--- src/rtl/screen_state_ctrl.sv ---
// Screen controller: debounced start switch, TITLE/PLAYING/GAME_OVER FSM, pixel select and 12-bit VGA output register.
// Define TITLE_BLINK_EN to blink the title text; without it TITLE always shows title_rgb.
module screen_state_ctrl #(
    parameter int DEBOUNCE_CYCLES = 1000000,
    parameter int BLINK_FRAMES    = 30,
    parameter int HOLD_FRAMES     = 120
) (
    input  logic        clk,
    input  logic        rst_n,
    input  logic        pixel_tick,
    input  logic        video_on,
    input  logic [10:0] pixel_x,
    input  logic [10:0] pixel_y,
    input  logic        start_sw,
    input  logic        game_over,
    input  logic [4:0]  title_rgb,
    input  logic [4:0]  game_rgb,
    output logic [3:0]  vga_r,
    output logic [3:0]  vga_g,
    output logic [3:0]  vga_b,
    output logic        game_active,
    output logic        game_reset,
    output logic [1:0]  screen_state
);

    localparam int DBW  = $clog2(DEBOUNCE_CYCLES + 1);
    localparam int FMAX = (2 * BLINK_FRAMES > HOLD_FRAMES) ? 2 * BLINK_FRAMES : HOLD_FRAMES;
    localparam int FCW  = $clog2(FMAX + 1);

    typedef enum logic [1:0] {
        S_TITLE     = 2'b00,
        S_PLAYING   = 2'b01,
        S_GAME_OVER = 2'b10
    } state_e;

    logic           sync1_q, sync2_q;
    logic           sw_db_q, sw_db_d, sw_db_prev_q;
    logic [DBW-1:0] db_cnt_q, db_cnt_d;
    logic           sw_rise, sw_fall, frame_tick, blink_on;
    state_e         state_q, state_d;
    logic [FCW-1:0] frame_cnt_q, frame_cnt_d;
    logic           game_reset_q, game_reset_d, game_active_q;
    logic [4:0]     sel_rgb;
    logic [11:0]    rgb12_d, rgb12_q;

    // Counter only runs while the synced switch disagrees with the debounced value
    always_comb begin
        sw_db_d  = sw_db_q;
        db_cnt_d = '0;
        if (sync2_q != sw_db_q) begin
            if (db_cnt_q == DBW'(DEBOUNCE_CYCLES - 1)) begin
                sw_db_d = sync2_q;
            end else begin
                db_cnt_d = db_cnt_q + 1'b1;
            end
        end
    end

    assign sw_rise    = sw_db_q & ~sw_db_prev_q;
    assign sw_fall    = ~sw_db_q & sw_db_prev_q;
    assign frame_tick = pixel_tick & (pixel_x == 11'd0) & (pixel_y == 11'd0);

    always_comb begin
        state_d      = state_q;
        frame_cnt_d  = frame_cnt_q;
        game_reset_d = 1'b0;
        case (state_q)
            S_TITLE: begin
                if (sw_rise) begin
                    state_d      = S_PLAYING;
                    game_reset_d = 1'b1;
                    frame_cnt_d  = '0;
                end else begin
`ifdef TITLE_BLINK_EN
                    if (frame_tick) begin
                        frame_cnt_d = (frame_cnt_q == FCW'(2 * BLINK_FRAMES - 1)) ? '0
                                                                                  : frame_cnt_q + 1'b1;
                    end
`else
                    frame_cnt_d = '0;
`endif
                end
            end
            S_PLAYING: begin
                frame_cnt_d = '0;
                if (sw_fall) begin
                    state_d = S_TITLE;
                end else if (game_over) begin
                    state_d = S_GAME_OVER;
                end
            end
            S_GAME_OVER: begin
                // Leaving needs the full hold time and the switch already dropped
                if ((frame_cnt_q == FCW'(HOLD_FRAMES)) && !sw_db_q) begin
                    state_d     = S_TITLE;
                    frame_cnt_d = '0;
                end else if (frame_tick && (frame_cnt_q != FCW'(HOLD_FRAMES))) begin
                    frame_cnt_d = frame_cnt_q + 1'b1;
                end
            end
            default: begin
                state_d     = S_TITLE;
                frame_cnt_d = '0;
            end
        endcase
    end

`ifdef TITLE_BLINK_EN
    assign blink_on = (frame_cnt_q < FCW'(BLINK_FRAMES));
`else
    assign blink_on = 1'b1;
`endif

    always_comb begin
        sel_rgb = 5'd0;
        case (state_q)
            S_TITLE:     sel_rgb = blink_on ? title_rgb : 5'd0;
            S_PLAYING:   sel_rgb = game_rgb;
            S_GAME_OVER: sel_rgb = game_rgb | 5'b10000;
            default:     sel_rgb = 5'd0;
        endcase
        rgb12_d = video_on ? {sel_rgb[4:3], sel_rgb[4:3], sel_rgb[2:1], sel_rgb[2:1], {4{sel_rgb[0]}}}
                           : 12'd0;
    end

    always_ff @(posedge clk or negedge rst_n) begin
        if (!rst_n) begin
            sync1_q       <= 1'b0;
            sync2_q       <= 1'b0;
            sw_db_q       <= 1'b0;
            sw_db_prev_q  <= 1'b0;
            db_cnt_q      <= '0;
            state_q       <= S_TITLE;
            frame_cnt_q   <= '0;
            game_reset_q  <= 1'b0;
            game_active_q <= 1'b0;
            rgb12_q       <= 12'd0;
        end else begin
            sync1_q       <= start_sw;
            sync2_q       <= sync1_q;
            sw_db_q       <= sw_db_d;
            sw_db_prev_q  <= sw_db_q;
            db_cnt_q      <= db_cnt_d;
            state_q       <= state_d;
            frame_cnt_q   <= frame_cnt_d;
            game_reset_q  <= game_reset_d;
            game_active_q <= (state_d == S_PLAYING);
            if (pixel_tick) begin
                rgb12_q <= rgb12_d;
            end
        end
    end

    assign vga_r        = rgb12_q[11:8];
    assign vga_g        = rgb12_q[7:4];
    assign vga_b        = rgb12_q[3:0];
    assign game_active  = game_active_q;
    assign game_reset   = game_reset_q;
    assign screen_state = state_q;

endmodule

--- config.mk ---
export PLATFORM = sky130hd
export DESIGN_NAME = screen_state_ctrl
export DESIGN_NICKNAME = d
export VERILOG_FILES = /design/src/rtl/screen_state_ctrl.sv
export SDC_FILE = /design/constraint.sdc
export NUM_CORES = 1
export LEC_CHECK = 0
export BUFFER_PORTS_ARGS = -buffer_cell sky130_fd_sc_hd__buf_2
export CAP_MARGIN = 40
export CORE_MARGIN = 5
export CORE_UTILIZATION = 50
export CTS_CLUSTER_SIZE = 14
export DETAILED_ROUTE_END_ITERATION = 7
export GPL_TIMING_DRIVEN = 0
export PLACE_DENSITY = 0.76
export SLEW_MARGIN = 10
export SYNTH_ARGS = -nofsm -noshare
export SYNTH_HDL_FRONTEND = slang
export SYNTH_SLANG_ARGS = --single-unit
--- constraint.sdc ---
create_clock -name clk -period 2.3 [get_ports clk]
set_input_delay 0 -clock clk [delete_from_list [all_inputs] [get_ports clk]]
set_output_delay 0 -clock clk [all_outputs]
set_load 0.05 [all_outputs]
## Word-level counts from Yosys, hierarchy flattened

Cells that the tools add are included.

| storage, ports and cells | value |
|---|---|
| register bits | 47 |
| output and inout bits | 16 |
| logic and storage cells | 47 |

| operators by class | value |
|---|---|
| add/sub/neg operators | 2 |
| equal/unequal tests | 8 |
| muxes and demuxes | 14 |
| bitwise logic cells | 6 |
| reductions and logical operators | 7 |

Operators by type and width:

| kind | count |
|---|---|
| $mux 20 | 2 |
| $logic_not 11->1 | 2 |
| $mux 7 | 3 |
| $add 20x1->20 const B | 1 |
| $eq 20x20->1 const B | 1 |
| $pmux 5 s3 | 1 |
| $mux 12 | 1 |
| $mux 2 | 4 |
| $add 7x1->7 const B | 1 |
| $eq 7x7->1 const B | 1 |
| $ne 7x7->1 const B | 1 |
| $pmux 2 s3 | 1 |
| $and 1x1->1 | 4 |
| $eq 2x1->1 const B | 2 |
| $ne 3x3->1 const B | 1 |
| $eq 2x2->1 const B | 1 |
| $logic_and 1x1->1 | 2 |
| $logic_not 2->1 | 1 |
| $mux 1 | 2 |
| $not 1->1 | 2 |
| $reduce_and 2->1 | 1 |
| $logic_not 1->1 | 1 |
| $ne 1x1->1 | 1 |

## Longest topological paths before layout

| depth | value |
|---|---|
| depth after elaboration | 7 |
| gate-level depth with buffers | 7 |
| mapped depth without buffers | 6 |

## Worst setup path before layout

No wires, ideal clock.

| timing path | value |
|---|---|
| kind | flip-flop to flip-flop |
| from | reg db_cnt_q[0] |
| to | reg db_cnt_q[10] |
| setup time | 0.119 ns |
| data arrival time | 1.633 ns |
| data required time | 2.181 ns |
| slack | 0.548 ns |
| cell stages (with the launch flop) | 7 |
| path through | dfrtp_1 -> ha_1 -> and4_4 -> nand2_4 -> o41ai_4 -> buf_6 -> nor2_1 |

| between the ends | value |
|---|---|
| word-level cells in the longest chain between the ends | 3 |
| elaborated cells on any way between the ends | 4 |
| those cells by class | add/sub (1); eq/ne (1); mux (2) |

RTL lines:

| element | line | RTL |
|---|---|---|
| start: declaration | 38 | `logic [DBW-1:0] db_cnt_q, db_cnt_d;` |
| start signal: assignment | 143 | `db_cnt_q <= db_cnt_d;` |
| $add 20x1->20 or $eq 20x20->1 (tied branches) | 54, 51 |  |
| $mux 20 * | 51 | `if (db_cnt_q == DBW'(DEBOUNCE_CYCLES - 1)) begin` |
| $mux 20 * | 50 | `if (sync2_q != sw_db_q) begin` |
| via db_cnt_d[10] | 38 |  |

Mark *: on every way through the listed nets, which the timed path passes. The rest lies on a longest branch.
A chain may end at the register's enable or synchronous reset.

## Worst setup path after layout

| timing path | value |
|---|---|
| from | reg state_q[0] (netlist: screen_state[0]) |
| to | reg rgb12_q[7] |

| between the ends | value |
|---|---|
| word-level cells in the longest chain between the ends | 3 |
| elaborated cells on any way between the ends | 5 |
| those cells by class | eq/ne (2); mux (2); reduce/logical (1) |

RTL lines:

| element | line | RTL |
|---|---|---|
| start: declaration | 40 | `state_e state_q, state_d;` |
| start signal: assignment | 144 | `state_q <= state_d;` |
| $eq 2x2->1 (tied with other cells) | 116 | `case (state_q)` |
| $pmux 5 s3 * | 116 |  |
| $mux 12 * | 122 | `rgb12_d = video_on ? {sel_rgb[4:3], sel_rgb[4:3], sel_rgb[2:1], sel_rgb[2:1], {4{sel_rgb[0]}}}` |
| end signal: assignment | 149 | `rgb12_q <= rgb12_d;` |
| end: declaration | 44 | `logic [11:0] rgb12_d, rgb12_q;` |

Every way passes the cells marked *; elsewhere a longest branch is shown, timed or not.

==> impl_metrics.yaml <==
status:
  status: "finished, final reports clean"
timing:
  clock_period_minus_worst_slack_ps: 2000
  final.period_utilization_pct: 87.0
  final.setup_skew_ps: 2.23
  hold_violations: 0
  timing.final.setup_violations: 0
  finalMaxSlewViolations: 0
  grt_setup_unrepaired: "no"
  timing_worst_slew_pin_value_ps: 598
  fin_tns_setup_ps: 0
  maxSlewHeadroom_pct: 60.0
  max_freq_mhz: 500
placed_design:
  gpl.final_weighted_congestion: 0.805
  placed_cell_area_um2: 2480
  place_hpwl_um: 3450
  place.port_buffers: 53
critical_path:
  worst_r2r_endpoint: "rgb12_q[7]"
  rr_worst_depth: 6
  crit_path_required_time_ps: 2480
  critPathMaxFanout: 10
  worst_ep_arrival_time_ps: 2190
  timing.critical_path.from_type: "register"
  endpoint_kind: "register"
  critical_path_class: "reg2reg"
  timing.reg2reg.setup_slack_ps: 300
  r2r_start: "screen_state[0]"
final_layout:
  post_route_cell_area_um2: 2650
  n_antenna_cell: 0
  area_growth_pct: 24.3
  layout_cell_share_with_drive_strength_beyond_1_pct: 26.2
  finalNetCount: 335
synth:
  postSynthRegisterBits: 40
  post_synth_instance_area_um2: 2130
  seq_area_frac_synth_pct: 46.9
  post-synth-top-area-cell: "sky130_fd_sc_hd__dfrtp_1"
  synth_largest_type_area_fraction_pct: 46.9
  syn_avg_cell_area_um2: 9.52
  synth_edf_count: 0
  yosys.cell_count.top_type: "sky130_fd_sc_hd__dfrtp_1"
  dominantRegCellSynth: "sky130_fd_sc_hd__dfrtp_1"
  yosys_warnings: 0
  post_synth_main_area_contributors: "sky130_fd_sc_hd__dfrtp_1, sky130_fd_sc_hd__mux2i_1, sky130_fd_sc_hd__nor2_1, sky130_fd_sc_hd__xor2_1, sky130_fd_sc_hd__a21oi_1"
  synth_cells: 224
  synth_commonest_cells: "sky130_fd_sc_hd__dfrtp_1, sky130_fd_sc_hd__nor2_1, sky130_fd_sc_hd__nand2_1"
  postSynth.asyncResetShare_pct: 100
  synthDistinctLibCells: 35
  synthesis.nets: 265
route:
  routed_vias: 1901
  overall_routed_net_length_um: 4760
  vias_per_cell: 5.53
  detail_route.iter0.violations: 112
  postRouteAntennaNets: 0
  route.detailed.wl_per_inst_um: 13.8
  dr.pass1.iters: 4
  post-route-drc-count: 0
min_path:
  min_path_type: "in2reg"
  worstHoldEndpoint: "rgb12_q[10]"
  min_path_cells: 3
  hold_path_startpoint: "game_rgb[3]"
cts:
  post-cts-setup-buffers: 0
  clk_root_buffer_cell: "sky130_fd_sc_hd__clkbuf_8"
  numCtsBuffers: 5
  cts.htree.levels: 2
  clk_latency_ps: 300
  post_cts_hold_buffer_count: 9
  worst_setup_hold_path_clk_slew_ps: 70
  longest_clk_path_bufs: 2
  cts_tree: "built"
  cts_resized: 0
  clock_sink_count: 40
die:
  core_region_area_um2: 4060
  fp.dieArea_um2: 5670
  initial_utilization_pct: 52.6
  die-height_um: 75.3
  floorplan.die.width_um: 75.3
  boundaryPins: 54
  placement_rows: 23
pwr:
  swShare_pct: 27.4
  irDropWorstVdd_mv: 0.387
  p_per_area_nw_per_um2: 518
  pwr-share-clk_pct: 33.1
  share_seq_of_total_power_pct: 52.9
  power_report.internal_total_w: 0.000997
  comb_power_share_pct: 14.0
  p_sw_w: 0.000377
  static-leakage-power_nw: 1.25
global_routing:
  grt_antenna_before_repair: 0
  grt_pass1_vias: 1836
  first_pass_grt_wire_length_um: 7960
  overflow: 0
  overall_fraction_of_global_route_tracks_in_use_pct: 18.4
  grt_max_degree: 30
run:
  maxCapViolations: 0
-- power groups by stage --
| stage | clock (W) | combinational, W | sequential, W |
|---|---|---|---|
| 3_3_place_gp | 0 | 0.000174 | 0.000740 |
| 4_1_cts | 0.000460 | 0.000195 | 0.000727 |
| 3_5_place_dp | 0 | 0.000181 | 0.000740 |
| 6_report | 0.000455 | 0.000193 | 0.000726 |
| 5_1_grt | 0.000493 | 0.000208 | 0.000729 |
| 2_1_floorplan | 0 | 0.0000812 | 0.000765 |
-- flip-flops by register name, summed over array words and instances, names as in the netlist, 2 cells and up --
signal,count
rgb12_q,5
screen_state,2
db_cnt_q,20
frame_cnt_q,7
-- how the worst max path moves through the flow --
| stage | end | start | slack [ps] |
|---|---|---|---|
| floorplan | db_cnt_q[10] | db_cnt_q[0] | 550 |
| CTS | db_cnt_q[9] | db_cnt_q[0] | 300 |
| finish | rgb12_q[7] | screen_state[0] | 300 |
| global route | rgb12_q[3] | screen_state[0] | 190 |
| global placement | db_cnt_q[14] | db_cnt_q[0] | 330 |
| detailed placement | db_cnt_q[10] | db_cnt_q[0] | 310 |
-- metrics by stage --
stage	total power (W)	cells	utilization [%]	setup WS, ps	hold slack [ps]
6_report	0.00137	344	65.4	298	30.4
5_1_grt	0.00143	344	65.4	192	63.4
4_1_cts	0.00138	344	65.4	303	32.5
3_5_place_dp	0.000921	328	61.1	305	-94.3
3_3_place_gp	0.000914	327	60.7	327	110
2_1_floorplan	0.000846	224	-	548	-296
-- per-layer routing --
metal | vias to the layer above | track usage, % | share of wire, %
met3 | 10 | 4.09 | 4.5
met4 | 0 | 8.35 | 2.2
met2 | 48 | 28.9 | 50
met5 | - | 0 | 0
met1 | 909 | 24.4 | 44
li1 | 934 | - | -
-- cell type report --
type,count,area (um^2)
Buffer,12,78.8
Inverter,14,52.6
Fill cell,345,1410
Clock buffer,5,68.8
Clock inverter,2,12.5
Tap cell,50,62.6
Timing Repair Buffer,63,375
Multi-Input combinational cell,158,1000
Sequential cell,40,1000
-- cell families (layout without fill, tap and decap cells) --
family,Yosys count,after routing,share of synthesized area [%]
buf+inv,26,96,6.16
flops,40,40,46.9
compound gates,35,35,10.6
fa+ha+maj,3,3,1.76
xor+xnor,12,12,4.93
simple gates,98,98,24.9
mux,10,10,4.75
-- cell usage in the layout, fill, tap and decap left out, types with 2 or more instances in the layout --
cell type and instances:
sky130_fd_sc_hd__xor2_1 9, sky130_fd_sc_hd__clkbuf_1 4, sky130_fd_sc_hd__buf_4 7, sky130_fd_sc_hd__dfrtp_1 40
sky130_fd_sc_hd__o22ai_1 5, sky130_fd_sc_hd__inv_1 14, sky130_fd_sc_hd__clkbuf_8 5, sky130_fd_sc_hd__or3_1 2
sky130_fd_sc_hd__nand2b_1 5, sky130_fd_sc_hd__or4_1 3, sky130_fd_sc_hd__nor4b_1 2, sky130_fd_sc_hd__or3_2 3
sky130_fd_sc_hd__nand4_1 11, sky130_fd_sc_hd__nand2_1 20, sky130_fd_sc_hd__o21ai_0 6, sky130_fd_sc_hd__mux2i_1 9
sky130_fd_sc_hd__nand3_1 7, sky130_fd_sc_hd__and4_1 3, sky130_fd_sc_hd__ha_1 3, sky130_fd_sc_hd__and4_4 2
sky130_fd_sc_hd__a21oi_1 15, sky130_fd_sc_hd__xnor2_1 3, sky130_fd_sc_hd__dlygate4sd3_1 9, sky130_fd_sc_hd__nor2_1 23
sky130_fd_sc_hd__nor3_1 2, sky130_fd_sc_hd__and2_1 2, sky130_fd_sc_hd__nor4_1 10, sky130_fd_sc_hd__o31ai_1 5
sky130_fd_sc_hd__buf_2 53
-- critical path, stage by stage, from the launching register on --
cell,delay [ps]
sky130_fd_sc_hd__dfrtp_1,380
sky130_fd_sc_hd__clkbuf_1,420
sky130_fd_sc_hd__mux2i_1,240
sky130_fd_sc_hd__nor2_1,60
sky130_fd_sc_hd__a21oi_1,150
sky130_fd_sc_hd__o22ai_1,80
sky130_fd_sc_hd__dlygate4sd3_1,560
No activity file was read; power rests on OpenSTA's default activity.
